`config.mk`:
```
export PLATFORM = sky130hd
export DESIGN_NAME = mod_result_buffer
export DESIGN_NICKNAME = d
export VERILOG_FILES = /design/src/rtl/mod_pkg.sv /design/src/rtl/mod_red_add.sv /design/src/rtl/mod_result_buffer.sv
export SDC_FILE = /design/constraint.sdc
export NUM_CORES = 1
export LEC_CHECK = 0
export CORE_AREA = 2 2 97 137
export CTS_CLUSTER_DIAMETER = 100
export DETAILED_ROUTE_END_ITERATION = 16
export DIE_AREA = 0 0 99 139
export HOLD_SLACK_MARGIN = 0.08
export RECOVER_POWER = 100
export SLEW_MARGIN = 20
export SYNTH_ARGS = -nofsm -noshare
export SYNTH_HDL_FRONTEND = slang
export SYNTH_SLANG_ARGS = --single-unit
```
`constraint.sdc`:
```
create_clock -name clk -period 3.7 [get_ports clk]
set_input_delay 0.555 -clock clk [delete_from_list [all_inputs] [get_ports clk]]
set_output_delay 0.555 -clock clk [all_outputs]
set_load 0.01 [all_outputs]
```
`src/rtl/mod_pkg.sv`:
```
// Shared definitions for the modular product-of-others datapath.
// Holds the default frame geometry and modulus, the result-buffer state
// encoding, and a conditional-subtract modular adder that other stages
// (e.g. the multiplier's reduction stage) can call directly.
package mod_pkg;

  localparam int N_DEF   = 6;
  localparam int W_DEF   = 9;
  localparam int MOD_DEF = 509;

  typedef enum logic {
    FILL  = 1'b0,
    DRAIN = 1'b1
  } state_t;

  // Add two residues and fold the result back into range with a single
  // conditional subtract. One subtract is enough because both operands are
  // already below MOD, so the sum is below 2*MOD.
  function automatic logic [W_DEF-1:0] mod_add(input logic [W_DEF-1:0] a,
                                               input logic [W_DEF-1:0] b);
    logic [W_DEF:0] s;
    s = {1'b0, a} + {1'b0, b};
    if (s >= (W_DEF+1)'(MOD_DEF)) s = s - (W_DEF+1)'(MOD_DEF);
    return W_DEF'(s);
  endfunction

endpackage

```
`src/rtl/mod_red_add.sv`:
```
// Combinational modular add: o_sum = (i_a + i_b) folded once by MOD.
// The sum is formed one bit wider than the operands so the carry is never
// lost. With i_b tied to zero the block reduces any W-bit value into
// [0, MOD), which holds because 2*MOD exceeds the largest W-bit value.
// Ports:
//   i_a, i_b : W-bit operands
//   o_sum    : W-bit result after one conditional subtract
module mod_red_add
  import mod_pkg::*;
#(
  parameter int W   = W_DEF,
  parameter int MOD = MOD_DEF
) (
  input  logic [W-1:0] i_a,
  input  logic [W-1:0] i_b,
  output logic [W-1:0] o_sum
);

  localparam logic [W:0] MOD_W = (W+1)'(MOD);

  logic [W:0] w_sum;
  logic       w_ge;

  assign w_sum = {1'b0, i_a} + {1'b0, i_b};
  assign w_ge  = (w_sum >= MOD_W);
  assign o_sum = W'(w_ge ? (w_sum - MOD_W) : w_sum);

endmodule

```
`src/rtl/mod_result_buffer.sv`:
```
// Result buffer behind the modular multiplier. Captures one frame of N
// residues from a stream that cannot be stalled. Each word is reduced into
// [0, MOD) and added into a running modular sum. The frame is then replayed
// over a ready/valid interface, followed by a checksum beat flagged by
// out_last.
// Ports:
//   clk, rst           : clock, asynchronous active-high reset
//   in_valid, data_in  : input word strobe and residue (no backpressure)
//   out_valid/out_ready: output handshake
//   data_out, out_last : registered output word; out_last marks the checksum
//   busy               : high while the frame is being replayed
//   ovf_err            : sticky flag, set when an input word had to be dropped
module mod_result_buffer
  import mod_pkg::*;
#(
  parameter int N   = N_DEF,
  parameter int W   = W_DEF,
  parameter int MOD = MOD_DEF
) (
  input  logic         clk,
  input  logic         rst,
  input  logic         in_valid,
  input  logic [W-1:0] data_in,
  output logic         out_valid,
  input  logic         out_ready,
  output logic [W-1:0] data_out,
  output logic         out_last,
  output logic         busy,
  output logic         ovf_err
);

  localparam int CW = $clog2(N + 1);
  localparam logic [CW-1:0] LAST_WORD = CW'(N - 1);
  localparam logic [CW-1:0] CHK_BEAT  = CW'(N);

  state_t          r_state;
  logic [CW-1:0]   r_wrCnt;
  logic [CW-1:0]   r_rdCnt;
  logic [W-1:0]    r_acc;
  logic [W-1:0]    r_checksum;
  logic [W-1:0]    r_buf [N];
  logic            r_outValid;
  logic [W-1:0]    r_dataOut;
  logic            r_outLast;
  logic            r_ovfErr;

  logic [W-1:0]    w_xRed;
  logic [W-1:0]    w_accNext;
  logic [CW-1:0]   w_rdNext;

  // Input reduction is the same adder with a zero second operand.
  mod_red_add #(.W(W), .MOD(MOD)) u_inRed (
    .i_a   (data_in),
    .i_b   ('0),
    .o_sum (w_xRed)
  );

  mod_red_add #(.W(W), .MOD(MOD)) u_accAdd (
    .i_a   (r_acc),
    .i_b   (w_xRed),
    .o_sum (w_accNext)
  );

  assign w_rdNext = r_rdCnt + CW'(1);

  // Output beats are preloaded one handshake ahead: on entering DRAIN the
  // first word is already registered, and every accepted beat loads the
  // next word (or the checksum) so data_out never depends on out_ready
  // combinationally.
  always_ff @(posedge clk or posedge rst) begin
    if (rst) begin
      r_state    <= FILL;
      r_wrCnt    <= '0;
      r_rdCnt    <= '0;
      r_acc      <= '0;
      r_checksum <= '0;
      r_outValid <= 1'b0;
      r_dataOut  <= '0;
      r_outLast  <= 1'b0;
      r_ovfErr   <= 1'b0;
      for (int i = 0; i < N; i++) r_buf[i] <= '0;
    end else begin
      case (r_state)
        FILL: begin
          if (in_valid) begin
            r_buf[r_wrCnt] <= w_xRed;
            r_acc          <= w_accNext;
            if (r_wrCnt == LAST_WORD) begin
              r_wrCnt    <= '0;
              r_checksum <= w_accNext;
              r_state    <= DRAIN;
              r_rdCnt    <= '0;
              r_outValid <= 1'b1;
              r_dataOut  <= r_buf[0];
              r_outLast  <= 1'b0;
            end else begin
              r_wrCnt <= r_wrCnt + CW'(1);
            end
          end
        end
        DRAIN: begin
          // The upstream stage cannot wait, so a word arriving now is lost.
          if (in_valid) r_ovfErr <= 1'b1;
          if (r_outValid && out_ready) begin
            if (r_rdCnt == CHK_BEAT) begin
              r_state    <= FILL;
              r_rdCnt    <= '0;
              r_acc      <= '0;
              r_outValid <= 1'b0;
              r_dataOut  <= '0;
              r_outLast  <= 1'b0;
            end else if (r_rdCnt == LAST_WORD) begin
              r_rdCnt   <= CHK_BEAT;
              r_dataOut <= r_checksum;
              r_outLast <= 1'b1;
            end else begin
              r_rdCnt   <= w_rdNext;
              r_dataOut <= r_buf[w_rdNext];
            end
          end
        end
        default: r_state <= FILL;
      endcase
    end
  end

  assign out_valid = r_outValid;
  assign data_out  = r_dataOut;
  assign out_last  = r_outLast;
  assign busy      = (r_state == DRAIN);
  assign ovf_err   = r_ovfErr;

endmodule
```
==> impl_metrics.json <==
{
  "outcome": "complete, but fails checks",
  "violations": "max-capacitance violations, max-slew violations",
  "first_pass_iters": 4,
  "syn_area_um2": 4910,
  "grt_use_total": 0.194,
  "num_vias": 4147,
  "wl_um": 12700,
  "worst_slew_pin_slew_ns": 2.19,
  "ys_seq_area_frac": 0.464,
  "rsz0062_at_grt": "no",
  "drt-initial-drc-count": 286,
  "antenna_found_initial": 0,
  "final_nets": 632,
  "dieArea_um2": 13800,
  "clk_pin_slew_ns": 0.07,
  "start_util": 0.391,
  "reg2reg_from": "busy",
  "synth_nets": 549,
  "place_area_um2": 5770,
  "slowest_stage": "or4_1",
  "fmax_ghz": 0.283,
  "clock_path_buffers": 2,
  "place.gp.congestion": 0.857,
  "drv_slew": 92,
  "ctsHoldBuffers": 0,
  "antenna_cells": 0,
  "min_period_ns": 3.53,
  "core_um2": 12600,
  "finish.utilization": 0.496,
  "htree_num_levels": 3,
  "numClockSinks": 91,
  "p_leak_nw": 2.91,
  "die_h_um": 139,
  "worst_slew_margin_rel": -0.463,
  "tritoncts": "built",
  "yosys_most_used_dff": "dfrtp_1",
  "fin_area_um2": 6230,
  "critPathBufInv": 4,
  "fin_skew_ns": 0.00728,
  "crit_family": "compound AO/OA/AOI/OAI gates",
  "dpl.hpwl_um": 9510,
  "startpoint": "data_in[0]",
  "cts_buffers": 9,
  "ios": 26,
  "layout-drive-gt1-share": 0.221,
  "cpMostUsedCell": "inv_2",
  "final_hold_viol_count": 0,
  "critPathKind": "primary input to flop",
  "post-route-period-util": 0.955,
  "wl_per_cell_um": 16.7,
  "cap_violations": 1,
  "setup_viol": 0,
  "async_reset_ff_frac": 1.00,
  "cts-root-buf": "clkbuf_16",
  "drc": 0,
  "grt_pass1_vias": 4211,
  "slowest_delay_ns": 0.50,
  "yosysUniqueCellTypes": 58,
  "setup_tns_ns": 0,
  "finalWorstSetupSlack_ns": 0.167,
  "area_growth_pct": 26.9,
  "synth_edf_count": 0,
  "die_w_um": 99,
  "vdd_drop_max_v": 0.000190,
  "core.rowCount": 49,
  "ys_ff_latch": 91,
  "grt_remaining_overflow": 0,
  "worst_setup_path_start_kind": "primary input",
  "insertion_delay_ns": 0.34,
  "place_ws_ns": -0.741,
  "synthCells": 518,
  "grt_max_degree": 92,
  "io_buffer_count": 25,
  "ant_nets": 0,
  "grt_pass1_wl_um": 21300,
  "critPathArrivalTime_ns": 3.80,
  "crit_chain": "dlygate4sd2_1, buf_2, o31ai_4, xnor2_1, inv_2, ha_4, inv_2, fa_2, and2b_1, o2111ai_2, a211o_2, a32oi_4, a41oi_4, or4_1, nand3_1",
  "p_per_area_nw_per_um2": 384,
  "hp-class": "flop to flop",
  "syn_avg_cell_area_um2": 9.48,
  "yosys_warnings": 0,
  "viasPerCell": 5.46,
  "hold_start": "ovf_err",
  "required_ns": 3.97,
  "whs_ns": 0.460,
  "end_kind": "flop",
  "fill_cells": 1164,
  "critPathMaxFanout": 7
}
==> per-stage QoR <==
| step | std cells | power [W] |
|---|---|---|
| floorplan | 518 | 0.00125 |
| global placement | 736 | 0.00144 |
| detailed placement | 736 | 0.00145 |
| CTS | 758 | 0.00239 |
| global route | 759 | 0.00249 |
| finish | 759 | 0.00239 |
==> per-layer routing <==
layer | global-route usage | part of all wire | vias up
met5 | 0 | 0 | -
met4 | 0.109 | 0.052 | 0
met3 | 0.0282 | 0.035 | 37
met2 | 0.333 | 0.51 | 104
met1 | 0.228 | 0.40 | 1995
li1 | - | - | 2011
==> state kept, by name (all words and copies together), names as in the netlist <==
register    cells
ovf_err         1
out_valid       1
r_checksum      9
out_last        1
r_wrCnt         3
r_rdCnt         3
r_buf          54
busy            1
r_acc           9
data_out        9
==> cell usage in the layout, fill, tap and decap left out, drive strengths merged, types with 15 or more instances in the layout <==
cell type | synthesis | layout
nand2 | 95 | 95
dfrtp | 91 | 91
o21ai | 77 | 77
buf | 5 | 67
nor2 | 26 | 26
inv | 23 | 22
clkbuf | 20 | 21
nand3 | 19 | 19
ha | 17 | 17
dlygate4sd3 | 0 | 15
==> worst paths after layout <==
check,end,slack (ns),depth (start not counted)
max in group asynchronous,r_buf[42],0.93,3
max,r_acc[5],0.17,15
max reg2reg,out_valid,0.72,8
min in group asynchronous,r_buf[27],1.47,3
min reg2reg,ovf_err,0.46,1
min,ovf_err,0.46,1
==> Yosys cell counts, drive strengths merged, types with 4 or more instances <==
| library cell | n | area (µm²) |
|---|---|---|
| nand3 | 19 | 95.1 |
| a31oi | 9 | 56.3 |
| nor2 | 26 | 100 |
| xor2 | 4 | 42.6 |
| a21oi | 14 | 70.1 |
| and3 | 4 | 25.0 |
| dfrtp | 91 | 2280 |
| inv | 23 | 86.3 |
| a221oi | 4 | 41.3 |
| mux2i | 11 | 110 |
| mux4 | 9 | 203 |
| ha | 17 | 213 |
| and4 | 4 | 37.5 |
| nand2 | 95 | 357 |
| a221o | 6 | 60.1 |
| a21o | 4 | 30.0 |
| clkbuf | 20 | 85.1 |
| xnor2 | 9 | 78.8 |
| o21ai | 77 | 385 |
| or4 | 4 | 30.0 |
| o211ai | 8 | 60.1 |
| buf | 5 | 32.5 |
| nand2b | 8 | 50.1 |
| nand4 | 4 | 25.0 |
==> power by group <==
group / total [W] / internal, W / switching [W]
Combinational: 0.000484 / 0.000233 / 0.000251
Sequential: 0.00102 / 0.00100 / 0.0000118
Clock: 0.000892 / 0.000529 / 0.000363
Total: 0.00239 / 0.00177 / 0.000626
==> final cells by class <==
| class | count | area, µm² | share of cell area |
|---|---|---|---|
| clock buffer | 15 | 288 | 0.0462 |
| sequential | 91 | 2280 | 0.365 |
| tap | 153 | 191 | 0.0307 |
| clock inverter | 1 | 5.00 | 0.000803 |
| timing repair buffer | 97 | 767 | 0.123 |
| multi-input combinational | 379 | 2620 | 0.420 |
| inverter | 23 | 87.6 | 0.0141 |
==> logic make-up after synthesis <==
family | share of synthesized area
fa+ha+maj | 0.0474
mux | 0.0637
xor+xnor | 0.0247
simple gates | 0.172
compound gates | 0.187
flops | 0.464
buf+inv | 0.0415
==> what timing repair did <==
action,CTS,global route
setup endpoints to repair,17,16
pin swaps,15,8
gates resized for setup,30,11
setup buffers,6,1
(Power assumes the default switching activity.)
